`src/rtl/fetch_hazard_ctrl.sv`:
```
// Fetch-side hazard controller: gates the PC and IF/ID registers from load-use
// hazards, taken branches resolved in EX and a variable-latency IMEM handshake.
// Control outputs are combinational (they gate the PC/IF/ID enables in the
// same cycle); state, the timeout flag and the performance counters are registered.
module fetch_hazard_ctrl #(
  parameter int unsigned FLUSH_CYCLES = 1,
  parameter int unsigned IMEM_TIMEOUT = 15,
  parameter int unsigned CNT_W        = 16
) (
  input  logic             clk,
  input  logic             rst_n,
  input  logic [4:0]       id_rs,
  input  logic [4:0]       id_rt,
  input  logic             id_uses_rt,
  input  logic             ex_mem_read,
  input  logic [4:0]       ex_rt,
  input  logic             branch_taken,
  input  logic             imem_ready,
  output logic             imem_req,
  output logic             imem_abort,
  output logic             pc_we,
  output logic             ifid_we,
  output logic             ifid_flush,
  output logic             idex_bubble,
  output logic             imem_err,
  output logic [CNT_W-1:0] stall_cnt,
  output logic [CNT_W-1:0] flush_cnt
);

  localparam int unsigned WAIT_W = 8;
  localparam int unsigned LEFT_W = 2;

  localparam logic [1:0] ST_RUN   = 2'd0;
  localparam logic [1:0] ST_WAIT  = 2'd1;
  localparam logic [1:0] ST_FLUSH = 2'd2;

  localparam logic [WAIT_W-1:0] TIMEOUT_V = WAIT_W'(IMEM_TIMEOUT);
  localparam logic [LEFT_W-1:0] RELOAD_V  = LEFT_W'(FLUSH_CYCLES - 1);
  // A single-cycle flush is fully covered by the branch cycle itself.
  localparam logic [1:0]        BR_NEXT   = (FLUSH_CYCLES > 1) ? ST_FLUSH : ST_RUN;
  localparam logic [CNT_W-1:0]  CNT_ONE   = CNT_W'(1);

  logic [1:0]        state, state_nxt;
  logic [WAIT_W-1:0] wait_cnt, wait_nxt;
  logic [LEFT_W-1:0] flush_left, left_nxt;
  logic              load_use;
  logic              err_set_c;
  logic              stall_inc_c;
  logic              flush_inc_c;
  logic              req_c, abort_c, pc_we_c, ifid_we_c, flush_c, bubble_c;

  // Load in EX whose destination is a source of the instruction in ID.
  assign load_use = ex_mem_read && (ex_rt != 5'd0) &&
                    ((ex_rt == id_rs) || (id_uses_rt && (ex_rt == id_rt)));

  // Next-state and control decode; branch > timeout > load-use > imem not ready.
  always_comb begin
    state_nxt   = state;
    wait_nxt    = wait_cnt;
    left_nxt    = flush_left;
    err_set_c   = 1'b0;
    flush_inc_c = 1'b0;
    req_c       = 1'b0;
    abort_c     = 1'b0;
    pc_we_c     = 1'b0;
    ifid_we_c   = 1'b0;
    flush_c     = 1'b0;
    bubble_c    = 1'b0;

    case (state)
      ST_RUN: begin
        req_c = 1'b1;
        if (branch_taken) begin
          pc_we_c     = 1'b1;
          flush_c     = 1'b1;
          flush_inc_c = 1'b1;
          state_nxt   = BR_NEXT;
          left_nxt    = RELOAD_V;
        end else if (load_use) begin
          bubble_c = 1'b1;
        end else if (!imem_ready) begin
          flush_c   = 1'b1;
          state_nxt = ST_WAIT;
          wait_nxt  = WAIT_W'(1);
        end else begin
          pc_we_c   = 1'b1;
          ifid_we_c = 1'b1;
        end
      end

      ST_WAIT: begin
        req_c   = 1'b1;
        flush_c = 1'b1;
        if (branch_taken) begin
          pc_we_c   = 1'b1;
          abort_c   = 1'b1;
          state_nxt = BR_NEXT;
          left_nxt  = RELOAD_V;
          wait_nxt  = '0;
        end else if ((wait_cnt == TIMEOUT_V) && !imem_ready) begin
          // PC is held, so returning to RUN reissues the same fetch.
          abort_c   = 1'b1;
          err_set_c = 1'b1;
          state_nxt = ST_RUN;
          wait_nxt  = '0;
        end else if (load_use) begin
          // Hold the fetch while ID stalls; the wait count saturates at the limit.
          bubble_c = 1'b1;
          if (wait_cnt != TIMEOUT_V) begin
            wait_nxt = wait_cnt + WAIT_W'(1);
          end
        end else if (imem_ready) begin
          pc_we_c   = 1'b1;
          ifid_we_c = 1'b1;
          flush_c   = 1'b0;
          state_nxt = ST_RUN;
          wait_nxt  = '0;
        end else begin
          wait_nxt = wait_cnt + WAIT_W'(1);
        end
      end

      ST_FLUSH: begin
        // ID holds a flushed NOP here, so load-use cannot apply.
        req_c       = 1'b1;
        flush_c     = 1'b1;
        flush_inc_c = 1'b1;
        if (branch_taken) begin
          pc_we_c  = 1'b1;
          left_nxt = RELOAD_V;
        end else if (imem_ready) begin
          pc_we_c  = 1'b1;
          left_nxt = flush_left - LEFT_W'(1);
          if (flush_left == LEFT_W'(1)) begin
            state_nxt = ST_RUN;
          end
        end
      end

      default: begin
        state_nxt = ST_RUN;
        wait_nxt  = '0;
        left_nxt  = '0;
      end
    endcase

    stall_inc_c = !pc_we_c && (state != ST_FLUSH);
  end

  // Controls are forced low while reset is held.
  assign imem_req    = rst_n & req_c;
  assign imem_abort  = rst_n & abort_c;
  assign pc_we       = rst_n & pc_we_c;
  assign ifid_we     = rst_n & ifid_we_c & ~flush_c;
  assign ifid_flush  = rst_n & flush_c;
  assign idex_bubble = rst_n & bubble_c;

  // State, wait counter and flush countdown.
  always_ff @(posedge clk or negedge rst_n) begin
    if (!rst_n) begin
      state      <= ST_RUN;
      wait_cnt   <= '0;
      flush_left <= '0;
    end else begin
      state      <= state_nxt;
      wait_cnt   <= wait_nxt;
      flush_left <= left_nxt;
    end
  end

  // Sticky timeout flag and saturating performance counters.
  always_ff @(posedge clk or negedge rst_n) begin
    if (!rst_n) begin
      imem_err  <= 1'b0;
      stall_cnt <= '0;
      flush_cnt <= '0;
    end else begin
      if (err_set_c) begin
        imem_err <= 1'b1;
      end
      if (stall_inc_c && (stall_cnt != '1)) begin
        stall_cnt <= stall_cnt + CNT_ONE;
      end
      if (flush_inc_c && (flush_cnt != '1)) begin
        flush_cnt <= flush_cnt + CNT_ONE;
      end
    end
  end

endmodule

```
`config.mk`:
```
export PLATFORM = sky130hd
export DESIGN_NAME = fetch_hazard_ctrl
export DESIGN_NICKNAME = d
export VERILOG_FILES = /design/src/rtl/fetch_hazard_ctrl.sv
export SDC_FILE = /design/constraint.sdc
export NUM_CORES = 1
export LEC_CHECK = 0
export ABC_CLOCK_PERIOD_IN_PS = 2300
export BUFFER_PORTS_ARGS = -buffer_cell sky130_fd_sc_hd__buf_2
export CAP_MARGIN = 5
export CORE_ASPECT_RATIO = 1.5
export CORE_MARGIN = 2
export CORE_UTILIZATION = 53
export DETAILED_ROUTE_END_ITERATION = 7
export PLACE_DENSITY_LB_ADDON = 0.3
export SYNTH_ARGS = -nofsm -noshare
export SYNTH_HDL_FRONTEND = slang
export SYNTH_SLANG_ARGS = --single-unit
```
`constraint.sdc`:
```
create_clock -name clk -period 2.3 [get_ports clk]
set_clock_uncertainty 0.15 [all_clocks]
set_input_delay 0.115 -clock clk [delete_from_list [all_inputs] [get_ports clk]]
set_output_delay 0.115 -clock clk [all_outputs]
set_load 0.02 [all_outputs]
```
==> impl_metrics.xml <==
<?xml version="1.0" encoding="UTF-8"?>
<metrics>
  <group name="layout">
    <metric name="area_growth" unit="%">23.4</metric>
    <metric name="antennaDiodeCount" unit="">0</metric>
    <metric name="final-instance-count-excl-fill" unit="">348</metric>
    <metric name="nFillCells" unit="">344</metric>
    <metric name="nNetsFinal" unit="">325</metric>
    <metric name="fraction_of_final_layout_cells_with_drive_strength_greater_than_1" unit="%">31.5</metric>
  </group>
  <group name="pwr">
    <metric name="clockPowerShare" unit="%">30.1</metric>
    <metric name="power-per-cell-area" unit="mW/mm2">825</metric>
    <metric name="power_switching" unit="uW">786</metric>
    <metric name="comb_power_share" unit="%">27.2</metric>
    <metric name="leakagePower" unit="nW">1.44</metric>
    <metric name="power.internal" unit="mW">1.60</metric>
    <metric name="power_frac_seq" unit="%">42.7</metric>
    <metric name="power.share.switching" unit="%">32.9</metric>
    <metric name="totalPowerFinal" unit="mW">2.39</metric>
    <metric name="ir_drop_worst_case_vdd" unit="mV">0.866</metric>
  </group>
  <group name="worst_setup_path">
    <metric name="worstSetupStartpoint" unit="">wait_cnt[4]</metric>
    <metric name="worstPathRequired" unit="ns">2.04</metric>
    <metric name="critPathBufInv" unit="">1</metric>
    <metric name="worstPathMaxFanout" unit="">4</metric>
    <metric name="worst_path_largest_cell_delay" unit="ns">0.55</metric>
    <metric name="end_kind" unit="">output port</metric>
    <metric name="r2r_end" unit="">wait_cnt[2]</metric>
    <metric name="r2r.worst_path.cells" unit="">6</metric>
    <metric name="worst_ep_arrival_time" unit="ns">1.90</metric>
    <metric name="critical_path.cell_chain" unit="">or4_4 &gt; or2_4 &gt; nor2_1 &gt; o211a_1 &gt; buf_2</metric>
    <metric name="r2r_slack" unit="ns">0.14</metric>
    <metric name="critPathSlowestCell" unit="">or4_4</metric>
    <metric name="worst-setup-path-type" unit="">reg -&gt; out</metric>
    <metric name="timing.rr.start" unit="">wait_cnt[4]</metric>
    <metric name="critPathTopFamily" unit="">simple AND/OR/NAND/NOR gates</metric>
    <metric name="critPathLaunchType" unit="">register</metric>
  </group>
  <group name="worst_hold_path">
    <metric name="hold_class" unit="">in -&gt; reg</metric>
    <metric name="worst_hold_startpoint" unit="">branch_taken</metric>
    <metric name="min_delay_path_depth" unit="">3</metric>
    <metric name="hold_end" unit="">flush_cnt[12]</metric>
  </group>
  <group name="floorplanning">
    <metric name="core_area" unit="mm2">0.00425</metric>
    <metric name="start_util" unit="%">55.2</metric>
    <metric name="die_h" unit="um">85.4</metric>
    <metric name="dieArea" unit="mm2">0.00498</metric>
    <metric name="pin_count" unit="">60</metric>
    <metric name="core.rowCount" unit="">29</metric>
    <metric name="die_w" unit="um">58.3</metric>
  </group>
  <group name="detailed_routing">
    <metric name="drt_pre_antenna_iters" unit="">4</metric>
    <metric name="antenna_left" unit="">0</metric>
    <metric name="first_iter_violations" unit="">33</metric>
    <metric name="detail_route.wirelength" unit="um">5050</metric>
    <metric name="vias" unit="">2014</metric>
    <metric name="avgRoutedWirePerCell" unit="um">14.5</metric>
    <metric name="post-route-drc-count" unit="">0</metric>
    <metric name="post_drt_via_cell_ratio" unit="">5.79</metric>
  </group>
  <group name="yosys">
    <metric name="ys_async_sr_fraction" unit="%">100</metric>
    <metric name="netlist_area" unit="mm2">0.00234</metric>
    <metric name="synthesis.area_per_instance" unit="um2">10.0</metric>
    <metric name="synthTopCellsByCount" unit="">dfrtp_1 (42), xnor2_1 (25), nand2_1 (22), xor2_1 (14), nand3_1 (13)</metric>
    <metric name="postSynthNetCount" unit="">258</metric>
    <metric name="post_synth_num_cell_types" unit="">49</metric>
    <metric name="yosys.cell_count.top_type" unit="">dfrtp_1</metric>
    <metric name="synth-edff-count" unit="">0</metric>
    <metric name="post_synth_main_area_contributors" unit="">dfrtp_1 (45%), xnor2_1 (9.3%), xor2_1 (5.2%)</metric>
    <metric name="dominantRegCellSynth" unit="">dfrtp_1</metric>
    <metric name="synth-warning-count" unit="">0</metric>
    <metric name="ys_seq_elements" unit="">42</metric>
    <metric name="synthDominantCellAreaShare" unit="%">44.8</metric>
    <metric name="netlist_instances" unit="">234</metric>
    <metric name="synth-seq-area-share" unit="%">44.8</metric>
    <metric name="synthDominantAreaCellType" unit="">dfrtp_1</metric>
  </group>
  <group name="sta">
    <metric name="maxClockFrequency" unit="GHz">0.461</metric>
    <metric name="final.period_utilization" unit="%">94.3</metric>
    <metric name="grt_setup_unrepaired" unit="">false</metric>
    <metric name="slew-limit-headroom" unit="%">77.4</metric>
    <metric name="report.final.slew_viol_count" unit="">0</metric>
    <metric name="tightest_slew" unit="ns">0.336</metric>
    <metric name="hold_violation_total_from_the_final_report" unit="">0</metric>
    <metric name="fin_crit" unit="ns">2.17</metric>
    <metric name="finalSetupViolCount" unit="">0</metric>
    <metric name="setup_tns" unit="ns">0</metric>
  </group>
  <group name="cts">
    <metric name="clk-insertion-delay-late" unit="ns">0.30</metric>
    <metric name="clock_slew_at_the_register_clock_pins_of_the_worst_setup_and_hold_paths" unit="ns">0.08</metric>
    <metric name="ctsHtreeMaxLevel" unit="">2</metric>
    <metric name="cts_buffer_depth" unit="">2</metric>
    <metric name="total_clock_buffers_created_by_cts" unit="">5</metric>
    <metric name="tritoncts_clock_tree" unit="">yes</metric>
    <metric name="cts_root_buf" unit="">clkbuf_8</metric>
    <metric name="numClockSinks" unit="">42</metric>
  </group>
  <group name="place">
    <metric name="dp.final_hpwl" unit="um">3760</metric>
    <metric name="buffer_ports.inserted" unit="">59</metric>
    <metric name="post-place-cells" unit="">337</metric>
    <metric name="finalWeightedCongestion" unit="">0.826</metric>
  </group>
  <group name="grt">
    <metric name="grt_overflow_total" unit="">0</metric>
    <metric name="antenna_found_initial" unit="">0</metric>
    <metric name="global_route.usage.total" unit="%">21.6</metric>
    <metric name="via_count_of_the_first_global_routing_pass" unit="">1969</metric>
    <metric name="grt_first_pass_wirelength" unit="um">8270</metric>
    <metric name="grt_start_max_net_pins" unit="">24</metric>
  </group>
  <group name="status">
    <metric name="outcome" unit="">complete, no violations</metric>
  </group>
  <group name="run">
    <metric name="cap_violations" unit="">0</metric>
  </group>
</metrics>
==> power by group through the flow <==
stage	Clock (mW)	Sequential [mW]	Combinational (mW)
2_1_floorplan	0	1.16	0.267
3_3_place_gp	0	1.02	0.643
3_5_place_dp	0	1.03	0.653
4_1_cts	0.734	1.02	0.658
5_1_grt	0.764	1.04	0.708
6_report	0.718	1.02	0.650
==> what timing repair did <==
item | in CTS | in global routing
endpoints found under the setup margin | 2 | 4
hold buffers | 1 | 0
endpoints found under the hold margin | 42 | 0
resized for setup | 3 | 3
setup buffers | 1 | 1
==> cell type report <==
class	instances	area, um2	share of cell area (%)
multi-input cells	177	1230	42.6
clock buffers	6	82.6	2.85
clock inverters	2	60.1	2.08
flip-flops and latches	42	1050	36.4
repair buffers	69	385	13.3
well taps	46	57.6	1.99
inverters	6	22.5	0.779
==> worst max path at each step <==
stage / endpoint / slack (ns) / cells past startpoint
2_1_floorplan: stall_cnt[11] / 0.22 / 8
4_1_cts: idex_bubble / 0.008 / 5
6_report: imem_abort / 0.13 / 5
3_5_place_dp: wait_cnt[2] / 0.09 / 6
3_3_place_gp: idex_bubble / 0.16 / 5
5_1_grt: wait_cnt[3] / 0.04 / 7
==> cell usage in the layout (no fill, tap or decap), types with 3 or more instances in the layout <==
master,n
buf_2,59
dfrtp_1,41
xnor2_1,25
nand2_1,22
xor2_1,14
nand3_1,13
nor3_1,11
and3_1,11
nand4_1,10
buf_4,8
o21ai_0,7
nor2_1,7
nor4_1,7
inv_1,6
clkbuf_8,6
o21a_1,3
a32oi_1,3
ha_1,3
==> logic make-up (layout without fill, tap and decap cells) <==
family	after synthesis	after routing	share of synthesized area [%]
muxes	2	2	1.12
xor gates and xnor gates	39	39	14.6
AOI/OAI and AO/OA	32	32	10.7
adders and majority gates	3	3	1.60
buffers and inverters	15	83	3.36
and+or+nand+nor	101	101	23.8
DFF	42	42	44.8
==> worst reg2reg max path, delay by kind of cell, from the launching register on <==
kind	cells	cell delay (ns)
flip-flops	1	0.40
AND/OR/NAND/NOR	3	0.93
AO/OA/AOI/OAI	3	0.58
==> registers in the layout (all words and copies together) (netlist names) <==
name / count
flush_cnt: 16
stall_cnt: 16
wait_cnt: 8
state: 1
imem_err: 1
==> metrics by stage <==
| stage | area [um2] | setup slack, ns | hold WS [ns] | util [%] |
|---|---|---|---|---|
| after global placement | 2710 | 0.158 | -0.166 | 63.7 |
| after detailed placement | 2710 | 0.0939 | -0.163 | 63.7 |
| after global routing | 2890 | 0.0358 | 0.0346 | 68.1 |
| after floorplan | 2340 | 0.219 | -0.331 | - |
| after CTS | 2880 | 0.00761 | 0.0350 | 67.8 |
| final | 2890 | 0.130 | 0.0437 | 68.1 |
==> layer usage <==
layer | routed length, um | GRT usage (%)
met2 | 2620 | 37.3
met5 | 0 | 0
met1 | 2050 | 24.3
met4 | 135 | 11.6
met3 | 245 | 4.12
Power figures use the tool's default switching activity.
